[src/rtl/neopixel_pkg.sv]
// neopixel_pkg
//   Shared definitions for the WS2812 strip controller:
//   - state_t      : controller FSM states (IDLE, SEND, LATCH)
//   - DEF_*        : default parameter values for a 100 MHz clock
//   - cnt_width()  : register width able to hold the values 0 .. max_count-1
package neopixel_pkg;

    typedef enum logic [1:0] {
        ST_IDLE  = 2'd0,
        ST_SEND  = 2'd1,
        ST_LATCH = 2'd2
    } state_t;

    localparam int DEF_PX_COUNT_WIDTH = 6;
    localparam int DEF_PX_NUM         = 8;
    localparam int DEF_BITS_PER_PIXEL = 24;
    localparam int DEF_T0H_CYCLES     = 40;    // 0.4 us
    localparam int DEF_T1H_CYCLES     = 80;    // 0.8 us
    localparam int DEF_BIT_CYCLES     = 125;   // 1.25 us
    localparam int DEF_RESET_CYCLES   = 5000;  // 50 us

    // Counters only ever hold 0 .. max_count-1; never return a zero width.
    function automatic int cnt_width(input int max_count);
        return (max_count <= 2) ? 1 : $clog2(max_count);
    endfunction

endpackage

[src/rtl/neopixel_bit_encoder.sv]
// neopixel_bit_encoder
//   Produces the waveform of a single WS2812 bit: high for t1h_cycles
//   (bit=1) or t0h_cycles (bit=0), then low until bit_cycles have elapsed.
//   A bit_start arriving on the same edge that bit_done is high chains the
//   next bit with no idle cycle in between.
// Ports:
//   clk        : clock, rising edge
//   rst        : synchronous active-low reset
//   bit_start  : strobe, starts a new bit at this edge
//   bit_value  : value of the bit started by bit_start
//   level      : registered line level
//   bit_done   : high in the final cycle of a bit period
module neopixel_bit_encoder
    import neopixel_pkg::*;
#(
    parameter int t0h_cycles = DEF_T0H_CYCLES,
    parameter int t1h_cycles = DEF_T1H_CYCLES,
    parameter int bit_cycles = DEF_BIT_CYCLES
) (
    input  logic clk,
    input  logic rst,
    input  logic bit_start,
    input  logic bit_value,
    output logic level,
    output logic bit_done
);

    localparam int CNT_W = cnt_width(bit_cycles);

    logic             active;
    logic             bit_r;
    logic [CNT_W-1:0] cnt;
    logic [CNT_W-1:0] cnt_nxt;
    logic [CNT_W-1:0] high_len;

    // t1h_cycles < bit_cycles, so both high widths fit the counter width.
    assign high_len = bit_r ? CNT_W'(t1h_cycles) : CNT_W'(t0h_cycles);
    assign bit_done = active && (cnt == CNT_W'(bit_cycles - 1));
    // Only used while cnt < bit_cycles-1, so the increment cannot wrap.
    assign cnt_nxt  = cnt + CNT_W'(1);

    // cnt is the index of the current cycle within the bit; level for the
    // coming cycle is decided one edge ahead so the output stays registered.
    always_ff @(posedge clk) begin
        if (!rst) begin
            active <= 1'b0;
            bit_r  <= 1'b0;
            cnt    <= '0;
            level  <= 1'b0;
        end else if (bit_start) begin
            active <= 1'b1;
            bit_r  <= bit_value;
            cnt    <= '0;
            level  <= bit_value ? (t1h_cycles != 0) : (t0h_cycles != 0);
        end else if (bit_done) begin
            active <= 1'b0;
            cnt    <= '0;
            level  <= 1'b0;
        end else if (active) begin
            cnt    <= cnt_nxt;
            level  <= (cnt_nxt < high_len);
        end
    end

endmodule

[src/rtl/neopixel_strip_controller.sv]
// neopixel_strip_controller
//   Streams px_num pixels of bits_per_pixel bits (MSB first) to a WS2812
//   chain on start, then holds the line low for reset_cycles to latch.
//   Pixels are fetched from an external combinational framebuffer addressed
//   by next_px_num, one pixel ahead of the one being shifted out.
// Ports:
//   clk         : clock, rising edge
//   rst         : synchronous active-low reset (aborts any frame)
//   start       : frame request, honoured only in IDLE
//   pixel       : framebuffer data for index next_px_num (same cycle)
//   next_px_num : registered index of the next pixel to load
//   signal_out  : registered WS2812 data line
module neopixel_strip_controller
    import neopixel_pkg::*;
#(
    parameter int px_count_width = DEF_PX_COUNT_WIDTH,
    parameter int px_num         = DEF_PX_NUM,
    parameter int bits_per_pixel = DEF_BITS_PER_PIXEL,
    parameter int t0h_cycles     = DEF_T0H_CYCLES,
    parameter int t1h_cycles     = DEF_T1H_CYCLES,
    parameter int bit_cycles     = DEF_BIT_CYCLES,
    parameter int reset_cycles   = DEF_RESET_CYCLES
) (
    input  logic                      clk,
    input  logic                      rst,
    input  logic                      start,
    input  logic [bits_per_pixel-1:0] pixel,
    output logic [px_count_width-1:0] next_px_num,
    output logic                      signal_out
);

    localparam int BIT_W = cnt_width(bits_per_pixel);
    localparam int TMR_W = cnt_width(reset_cycles);

    state_t                    state;
    logic [bits_per_pixel-1:0] shreg;
    logic [BIT_W-1:0]          bit_cnt;
    logic [TMR_W-1:0]          timer;

    logic                      enc_start;
    logic                      enc_bit;
    logic                      enc_done;
    logic                      last_bit;
    logic                      last_px;
    logic [bits_per_pixel-1:0] next_word;
    logic [px_count_width-1:0] px_advance;

    assign last_bit = (bit_cnt == BIT_W'(bits_per_pixel - 1));
    // next_px_num wraps to 0 when the final pixel is loaded, so an index of
    // 0 while sending means the pixel on the wire is the last one.
    assign last_px  = (next_px_num == '0);

    // Word whose MSB is the next bit on the wire: a freshly fetched pixel at
    // a pixel boundary, otherwise the shift register moved up by one.
    assign next_word = last_bit ? pixel : (shreg << 1);

    assign px_advance = (next_px_num == px_count_width'(px_num - 1))
                        ? '0 : next_px_num + px_count_width'(1);

    always_comb begin
        enc_start = 1'b0;
        enc_bit   = 1'b0;
        case (state)
            ST_IDLE: begin
                enc_start = start;
                enc_bit   = pixel[bits_per_pixel-1];
            end
            ST_SEND: begin
                if (enc_done && !(last_bit && last_px)) begin
                    enc_start = 1'b1;
                    enc_bit   = next_word[bits_per_pixel-1];
                end
            end
            default: ;
        endcase
    end

    neopixel_bit_encoder #(
        .t0h_cycles (t0h_cycles),
        .t1h_cycles (t1h_cycles),
        .bit_cycles (bit_cycles)
    ) u_bit_encoder (
        .clk       (clk),
        .rst       (rst),
        .bit_start (enc_start),
        .bit_value (enc_bit),
        .level     (signal_out),
        .bit_done  (enc_done)
    );

    always_ff @(posedge clk) begin
        if (!rst) begin
            state       <= ST_IDLE;
            shreg       <= '0;
            bit_cnt     <= '0;
            timer       <= '0;
            next_px_num <= '0;
        end else begin
            case (state)
                ST_IDLE: begin
                    if (start) begin
                        shreg       <= pixel;
                        bit_cnt     <= '0;
                        next_px_num <= (px_num == 1) ? '0 : px_count_width'(1);
                        state       <= ST_SEND;
                    end
                end
                ST_SEND: begin
                    if (enc_done) begin
                        if (last_bit && last_px) begin
                            bit_cnt <= '0;
                            timer   <= '0;
                            state   <= ST_LATCH;
                        end else begin
                            shreg <= next_word;
                            if (last_bit) begin
                                bit_cnt     <= '0;
                                next_px_num <= px_advance;
                            end else begin
                                bit_cnt <= bit_cnt + BIT_W'(1);
                            end
                        end
                    end
                end
                ST_LATCH: begin
                    if (timer == TMR_W'(reset_cycles - 1)) begin
                        timer <= '0;
                        state <= ST_IDLE;
                    end else begin
                        timer <= timer + TMR_W'(1);
                    end
                end
                default: state <= ST_IDLE;
            endcase
        end
    end

endmodule

[config.mk]
export PLATFORM = sky130hd
export DESIGN_NAME = neopixel_strip_controller
export DESIGN_NICKNAME = d
export VERILOG_FILES = /design/src/rtl/neopixel_pkg.sv /design/src/rtl/neopixel_bit_encoder.sv /design/src/rtl/neopixel_strip_controller.sv
export SDC_FILE = /design/constraint.sdc
export NUM_CORES = 1
export LEC_CHECK = 0
export ABC_AREA = 1
export CELL_PAD_IN_SITES_DETAIL_PLACEMENT = 1
export CELL_PAD_IN_SITES_GLOBAL_PLACEMENT = 1
export CORE_MARGIN = 2
export CORE_UTILIZATION = 44
export CTS_CLUSTER_DIAMETER = 120
export DETAILED_ROUTE_END_ITERATION = 8
export PLACE_DENSITY = 0.9
export SYNTH_ARGS = -nofsm -noshare
export SYNTH_HDL_FRONTEND = slang
export SYNTH_SLANG_ARGS = --single-unit
[constraint.sdc]
create_clock -name clk -period 2.5 [get_ports clk]
set_input_delay 0.5 -clock clk [delete_from_list [all_inputs] [get_ports clk]]
set_output_delay 0.5 -clock clk [all_outputs]
set_load 0.05 [all_outputs]
==> results of run 1 <==
## final cells by class
type / count / area [um^2] / share of cell area
Sequential cell: 59 / 1180 / 0.302
Clock buffer: 15 / 176 / 0.0452
Tap cell: 99 / 124 / 0.0317
Inverter: 39 / 151 / 0.0388
Multi-Input combinational cell: 376 / 1850 / 0.474
Clock inverter: 1 / 30.0 / 0.00769
Timing Repair Buffer: 41 / 390 / 0.100
## synthesized netlist by cell type (all sizes together) (2+ instances only)
| master | count |
|---|---|
| nand3 | 35 |
| nor3b | 2 |
| buf | 10 |
| clkbuf | 9 |
| inv | 39 |
| o21ai | 29 |
| or2 | 2 |
| nor2 | 76 |
| nand4 | 13 |
| ha | 9 |
| nand2 | 164 |
| a21oi | 31 |
| xor2 | 4 |
| xnor2 | 2 |
| dfxtp | 59 |
| nor3 | 5 |
## power by group through the flow
stage	Sequential (W)	Clock [W]	Combinational, W
after floorplan	0.00108	0	0.000303
after global placement	0.00107	0	0.000425
after detailed placement	0.00107	0	0.000440
after CTS	0.00105	0.000925	0.000447
after global routing	0.00106	0.000974	0.000501
final	0.00105	0.000911	0.000443
## cell families (layout without fill, tap and decap cells)
logic type	after synthesis	after routing
fa+ha+maj	9	9
buf+inv	58	96
simple gates	298	298
flops	59	59
xor+xnor	6	6
compound gates	63	63
## state kept, by name (all words and copies together) (netlist names)
register,flops
next_px_num,6
u_bit_encoder.active,1
shreg,23
bit_cnt,5
state,2
u_bit_encoder.level,1
u_bit_encoder.cnt,7
timer,13
u_bit_encoder.bit_r,1
## cells in the final DEF (no fill, tap or decap), drive strengths merged
master and count:
nand3b 1, clkdlybuf4s50 33, a21oi 31, o21ai 29, nor3b 2, or2 2, buf 8, o21bai 1
a211oi 1, dfxtp 59, bufinv 1, nand3 35, clkbuf 15, nand2 164, nand4 13, xor2 4
nor3 5, inv 39, nor2 76, ha 9, a311oi 1, xnor2 2
## routing by layer
metal / up-vias / track usage / share of wire
li1: 1651 / - / -
met2: 49 / 0.402 / 0.51
met4: 0 / 0.0628 / 0.014
met3: 11 / 0.0301 / 0.025
met1: 1538 / 0.274 / 0.45
met5: - / 0 / 0
## path summary, 6_finish.rpt
check,slack (ps),to
setup / recovery,320,next_px_num[2]
hold / removal,480,shreg[0]$_SDFFE_PN0P_
setup reg to reg,420,timer[0]$_SDFFE_PN0P_
hold reg to reg,480,shreg[0]$_SDFFE_PN0P_
## per-stage QoR
| step | setup slack (ps) | hold WS, ps | total power (W) | cell area, um^2 | instances |
|---|---|---|---|---|---|
| 3_5_place_dp | 414 | 469 | 0.00151 | 3700 | 614 |
| 3_3_place_gp | 457 | 457 | 0.00149 | 3700 | 614 |
| 2_1_floorplan | 569 | 444 | 0.00138 | 3310 | 493 |
| 4_1_cts | 309 | 483 | 0.00243 | 3910 | 630 |
| 5_1_grt | 213 | 507 | 0.00254 | 3910 | 630 |
| 6_report | 323 | 481 | 0.00241 | 3910 | 630 |
==> flow_metrics.tcl, run 1 <==
set metrics [dict create \
    hpwl_mm 5.89 \
    worstHoldStart "shreg[0]$_SDFFE_PN0P_" \
    path_max_fanout 9 \
    wl_per_cell_um 13.7 \
    crit_arrival_ps 1680 \
    worst_r2r_startpoint "bit_cnt[0]$_SDFFE_PN0P_" \
    worstSetupStartpointType "register" \
    drt-pass1-iter-count 4 \
    synth-seq-cells 59 \
    cp_cell_sequence "clkdlybuf4s50_1" \
    finalHoldViolations 0 \
    min_path_cells 2 \
    slowest_stage "clkdlybuf4s50_1" \
    seqPwrFrac 0.438 \
    synth_compound_area_frac 0.0980 \
    slew_violations 0 \
    worstHoldPathType "register to register" \
    syn-num-nets 529 \
    area_growth_pct 18.1 \
    cp_top_family "buffers and inverters" \
    finalSetupTns_ps 0 \
    crit_type "register to output port" \
    ir_drop_mv 0.320 \
    rr_worst_depth 8 \
    ant_nets 0 \
    synthSimpleGateAreaFrac 0.412 \
    final_nets 562 \
    yosysTopAreaCell "dfxtp_1" \
    clockPowerShare 0.378 \
    postCtsSetupBuffers 0 \
    worst_pin_slew_ps 498 \
    synth_edf_count 0 \
    grt.total_usage 0.222 \
    startpoint "next_px_num[2]$_SDFFE_PN0P_" \
    via_per_inst 5.16 \
    grt_pass1_wl_mm 15.2 \
    cts.clk_slew.worst_paths_ps 70 \
    root_buffer "clkbuf_8" \
    synthMuxAreaShare 0 \
    cts_max_level 3 \
    dieWidth_um 90.7 \
    grt_pass1_vias 3321 \
    switchingPower_w 0.000693 \
    avgSynthCellArea_um2 6.71 \
    routed_wl_mm 8.64 \
    synth_fa_ha_area_frac 0.0341 \
    crit_path_end_kind "output port" \
    antenna_cells 0 \
    async_flop_share 0 \
    n_fill_cell 979 \
    rsz0062_at_grt "no" \
    io_buffer_count 33 \
    synth_ff_type "dfxtp_1" \
    synth_area_leaders "dfxtp_1 36%, nand2_1 18%, nor2_1 5.8%, nand3_1 5.1%, a21oi_1 4.7%" \
    initial_utilization 0.456 \
    die_h_um 90.7 \
    fin_crit_ps 2180 \
    p_int_w 0.00171 \
    vias 3249 \
    antenna_found_initial 0 \
    ys_seq_area_frac 0.357 \
    hold_buffers 0 \
    max_freq_mhz 459 \
    design.portCount 34 \
    maxCapViolations 0 \
    postCtsResizedCells 0 \
    syn_inst 493 \
    synthesis.area_um2 3310 \
    period_share 0.871 \
    fp.coreArea_um2 7250 \
    overflow 0 \
    cts_buffer_depth 2 \
    drc_errors 0 \
    netSwitchingFraction 0.288 \
    drt-initial-drc-count 106 \
    max_stage_delay_ps 860 \
    clock_sinks 59 \
    worstSetupPathDepth 1 \
    crit_buf_inv 1 \
    finalSetupViolCount 0 \
    cts_tree "done" \
    cellPowerDensity_nw_per_um2 616 \
    p_leak_nw 1.66 \
    ys.warnings.count 0 \
    clock_latency_ps 330 \
    gp_congestion 0.846 \
    final_util 0.538 \
    skew_ps 9.27 \
    synth_top_cell_area_share 0.357 \
    synth.distinct_cells 31 \
    synth_top_family_by_area "simple AND/OR/NAND/NOR gates" \
    combPwrFrac 0.184 \
    synth-xor-area-share 0.0159 \
    grt_max_degree 27 \
    relSlewSlack 0.667 \
    dieArea_um2 8220 \
    worst_ep_required_time_ps 2000 \
    layout-drive-gt1-share 0.113 \
    status "completed" \
    rows 31 \
    cts_inserted_buffers 9 \
]
Power figures use the tool's default switching activity.
==> inputs of run 2 (changes only) <==
CORE_UTILIZATION = 41   (was 44)
PLACE_DENSITY = 0.87   (was 0.9)
clock period = 2.3 ns   (was 2.5 ns; I/O delays follow)
==> run 2 against run 1 <==
Die area rose by 7.0%. Final cell count rose by 0.32%. Clock skew fell by 1.7 ps. Register-to-register slack got worse by 80 ps. Non-clock buffer count fell by 1. Critical path depth did not move. Critical path type unchanged.
==> flow_metrics.tcl, run 2 (synthesis gave the netlist of run 1 again) <==
set metrics [dict create \
    p_int_w 0.00177 \
    final_common_cell "nand2_1" \
    drc_errors 0 \
    grt_max_degree 27 \
    initial_utilization 0.426 \
    switchingPower_w 0.000810 \
    rsz0062_at_grt "no" \
    dp_worst_setup_slack_ps 196 \
    cellPowerDensity_nw_per_um2 662 \
    overflow 0 \
    wl_per_cell_um 13.6 \
    slew_violations 0 \
    combPwrFrac 0.187 \
    cts_inserted_buffers 9 \
    netSwitchingFraction 0.314 \
    antenna_found_initial 0 \
    antenna_cells 0 \
    grt_pass1_vias 3274 \
    via_per_inst 5.16 \
    grt.total_usage 0.211 \
    finalHoldViolations 0 \
    largest_register_ffs 23 \
    clockPowerShare 0.370 \
    cts_tree "done" \
    drt-pass1-iter-count 4 \
    path_max_fanout 8 \
    postCtsResizedCells 0 \
    finalSetupViolCount 0 \
    fin_ws_ps 144 \
    regMostFlops "shreg" \
    top_regs "shreg: 23 flops, timer: 13 flops, u_bit_encoder.cnt: 7 flops" \
    layout_common_cells "158 x nand2_1, 59 x dfxtp_1, 51 x nor2_1" \
    worst_ep_required_time_ps 1840 \
    hold_buffers 0 \
    slowest_stage "clkdlybuf4s50_1" \
    vias 3262 \
    dieWidth_um 93.8 \
    layout-drive-gt1-share 0.117 \
    cts_buffer_depth 2 \
    relSlewSlack 0.670 \
    crit_path_end_kind "output port" \
    status "completed" \
    skew_ps 7.59 \
    gp_congestion 0.859 \
    rows 32 \
    worstSetupStartpointType "register" \
    hpwl_mm 5.91 \
    maxCapViolations 0 \
    cp_cell_sequence "clkdlybuf4s50_1" \
    cts_max_level 3 \
    p_leak_nw 1.66 \
    grt_pass1_wl_mm 14.8 \
    root_buffer "clkbuf_8" \
    crit_arrival_ps 1700 \
    period_share 0.937 \
    dp_cells 616 \
    clock_sinks 59 \
    worst_pin_slew_ps 493 \
    final_util 0.502 \
    worstHoldPathType "register to register" \
    ir_drop_mv 0.318 \
    cts.clk_slew.worst_paths_ps 70 \
    cp_top_family "buffers and inverters" \
    fin_crit_ps 2160 \
    clock_latency_ps 350 \
    hold_ws_ps 474 \
    crit_type "register to output port" \
    crit_buf_inv 1 \
    design.portCount 34 \
    fp.coreArea_um2 7770 \
    ant_nets 0 \
    dieArea_um2 8800 \
    max_freq_mhz 464 \
    seqPwrFrac 0.443 \
    area_growth_pct 18.0 \
    max_stage_delay_ps 860 \
    routed_wl_mm 8.60 \
    die_h_um 93.8 \
    io_buffer_count 33 \
    final_nets 561 \
    final_cells 632 \
    drt-initial-drc-count 76 \
    finalSetupTns_ps 0 \
    postCtsSetupBuffers 0 \
]
[run 2: cell count changes in the layout (fill, tap and decap cells not counted), sizes merged]
cell	before	now
buf	8	7
clkbuf	15	9
clkinv	0	4
clkinvlp	0	2
[run 2: final cells by class]
cell class | instances | area [um^2]
flip-flops and latches | 59 | 1180
fillers | 1062 | 3870
well taps | 102 | 128
repair buffers | 40 | 395
clock inverters | 7 | 68.8
inverters | 39 | 151
multi-input cells | 376 | 1850
clock buffers | 9 | 124
[run 2: routing by layer]
metal / part of all wire / track usage / up-vias
li1: - / - / 1642
met1: 0.44 / 0.255 / 1564
met2: 0.52 / 0.378 / 47
met3: 0.026 / 0.0409 / 9
met4: 0.012 / 0.0628 / 0
met5: 0 / 0 / -
[run 2: through the flow]
stage	instance area [um^2]	total power, W
floorplan	3310	0.00150
global placement	3710	0.00163
detailed placement	3710	0.00165
CTS	3900	0.00261
global route	3900	0.00272
finish	3900	0.00258
[run 2: path summary, 6_finish.rpt]
kind	from	end	slack, ps	cells after the start
min	shreg[0]$_SDFFE_PN0P_	shreg[0]$_SDFFE_PN0P_	470	2
max reg2reg	next_px_num[0]$_SDFFE_PN0P_	timer[9]$_SDFFE_PN0P_	340	9
max	next_px_num[0]$_SDFFE_PN0P_	next_px_num[0]	140	1
min reg2reg	shreg[0]$_SDFFE_PN0P_	shreg[0]$_SDFFE_PN0P_	470	2
[run 2: power by group through the flow]
| stage | sequential, W | combinational [W] | clock [W] |
|---|---|---|---|
| floorplan | 0.00118 | 0.000329 | 0 |
| global placement | 0.00116 | 0.000466 | 0 |
| detailed placement | 0.00116 | 0.000488 | 0 |
| CTS | 0.00114 | 0.000494 | 0.000973 |
| global route | 0.00115 | 0.000549 | 0.00101 |
| finish | 0.00114 | 0.000483 | 0.000955 |
==> inputs of run 3 (changes only) <==
CORE_ASPECT_RATIO = 1.5   (was unset)
CTS_BUF_LIST = sky130_fd_sc_hd__clkbuf_16   (was unset)
SKIP_CTS_REPAIR_TIMING = 1   (was unset)
==> run 3 against run 2 <==
Combinational power increased by 1%. Global-route usage increased by 0.31 points. Flip-flop and latch count unchanged. Final cell count increased by 0.63%. Via count increased by 0.71%. Non-clock buffer count increased by 1. Register-to-register slack got worse by 40 ps. Maximum frequency increased by 1.4%. Final area increased by 3.3%. Largest power group is now the clock network. Worst hold slack improved by 2.3 ps.
==> flow_metrics.tcl, run 3 (synthesis gave the netlist of run 1 again) <==
set metrics [dict create \
    layout-drive-gt1-share 0.113 \
    slew_violations 0 \
    ant_nets 0 \
    dp_worst_setup_slack_ps 216 \
    worst_ep_required_time_ps 1840 \
    status "completed" \
    finalHoldViolations 0 \
    max_stage_delay_ps 860 \
    relSlewSlack 0.671 \
    grt.total_usage 0.214 \
    finalSetupTns_ps 0 \
    rsz0062_at_grt "no" \
    design.portCount 34 \
    top_regs "shreg: 23 flops, timer: 13 flops, u_bit_encoder.cnt: 7 flops" \
    grt_pass1_vias 3431 \
    cts_tree "done" \
    gp_congestion 0.806 \
    worst_pin_slew_ps 492 \
    grt_pass1_wl_mm 15.3 \
    grt_max_degree 27 \
    fin_ws_ps 175 \
    clock_sinks 59 \
    crit_buf_inv 1 \
    regMostFlops "shreg" \
    fin_crit_ps 2130 \
    cts_max_level 3 \
    crit_path_end_kind "output port" \
    routed_wl_mm 8.65 \
    largest_register_ffs 23 \
    antenna_cells 0 \
    vias 3285 \
    crit_arrival_ps 1670 \
    drt-initial-drc-count 80 \
    area_growth_pct 21.8 \
    dieWidth_um 77.3 \
    die_h_um 114 \
    max_freq_mhz 471 \
    antenna_found_initial 0 \
    cp_top_family "buffers and inverters" \
    overflow 0 \
    cts_buffer_depth 2 \
    cp_cell_sequence "clkdlybuf4s50_1" \
    crit_type "register to output port" \
    io_buffer_count 33 \
    worstSetupStartpointType "register" \
    drc_errors 0 \
    via_per_inst 5.17 \
    final_common_cell "nand2_1" \
    cts.clk_slew.worst_paths_ps 50 \
    clock_latency_ps 330 \
    layout_common_cells "158 x nand2_1, 59 x dfxtp_1, 51 x nor2_1" \
    period_share 0.924 \
    final_nets 562 \
    cts_inserted_buffers 9 \
    wl_per_cell_um 13.6 \
    p_leak_nw 1.72 \
    skew_ps 4.44 \
    hpwl_mm 6.11 \
    dieArea_um2 8810 \
    fp.coreArea_um2 7910 \
    slowest_stage "clkdlybuf4s50_1" \
    cellPowerDensity_nw_per_um2 753 \
    finalSetupViolCount 0 \
    maxCapViolations 0 \
    path_max_fanout 9 \
    initial_utilization 0.418 \
    root_buffer "clkbuf_16" \
    worstHoldPathType "register to register" \
    rows 40 \
    drt-pass1-iter-count 4 \
    ir_drop_mv 0.474 \
]
-- run 3: final cells by class --
| type | count | area, um^2 |
|---|---|---|
| clock buffer | 9 | 225 |
| timing repair buffer | 41 | 403 |
| multi-input combinational | 376 | 1850 |
| tap | 105 | 131 |
| clock inverter | 7 | 83.8 |
| sequential | 59 | 1180 |
| inverter | 39 | 151 |
| fill | 1085 | 3880 |
-- run 3: stage by stage --
step	instance area, um^2	cells	util	hold slack [ps]	power, W
floorplan	3310	493	-	444	0.00150
global placement	3720	620	0.470	454	0.00163
detailed placement	3720	620	0.470	466	0.00165
CTS	4030	636	0.509	483	0.00306
global route	4030	636	0.509	505	0.00318
finish	4030	636	0.509	476	0.00303
-- run 3: power breakdown --
group | internal (W) | switching [W] | leakage (nW)
registers | 0.00110 | 0.0000469 | 0.483
clock network | 0.000933 | 0.000467 | 0.152
logic | 0.000185 | 0.000304 | 1.08
-- run 3: layer usage --
layer / global-route usage / vias up / wire, um / part of all wire
met5: 0 / - / 0 / 0
met4: 0.104 / 0 / 185 / 0.021
met3: 0.0261 / 10 / 120 / 0.014
met2: 0.411 / 33 / 4680 / 0.54
met1: 0.228 / 1592 / 3660 / 0.42
li1: - / 1650 / - / -
-- run 3: path summary, 6_finish.rpt --
| path | start | slack (ps) | end | depth (start not counted) |
|---|---|---|---|---|
| worst max-delay path | next_px_num[2]$_SDFFE_PN0P_ | 170 | next_px_num[2] | 1 |
| worst min-delay path | next_px_num[0]$_SDFFE_PN0P_ | 480 | next_px_num[0]$_SDFFE_PN0P_ | 2 |
| worst max register to register | bit_cnt[0]$_SDFFE_PN0P_ | 300 | timer[12]$_SDFFE_PN0P_ | 8 |
| worst min register to register | next_px_num[0]$_SDFFE_PN0P_ | 480 | next_px_num[0]$_SDFFE_PN0P_ | 2 |
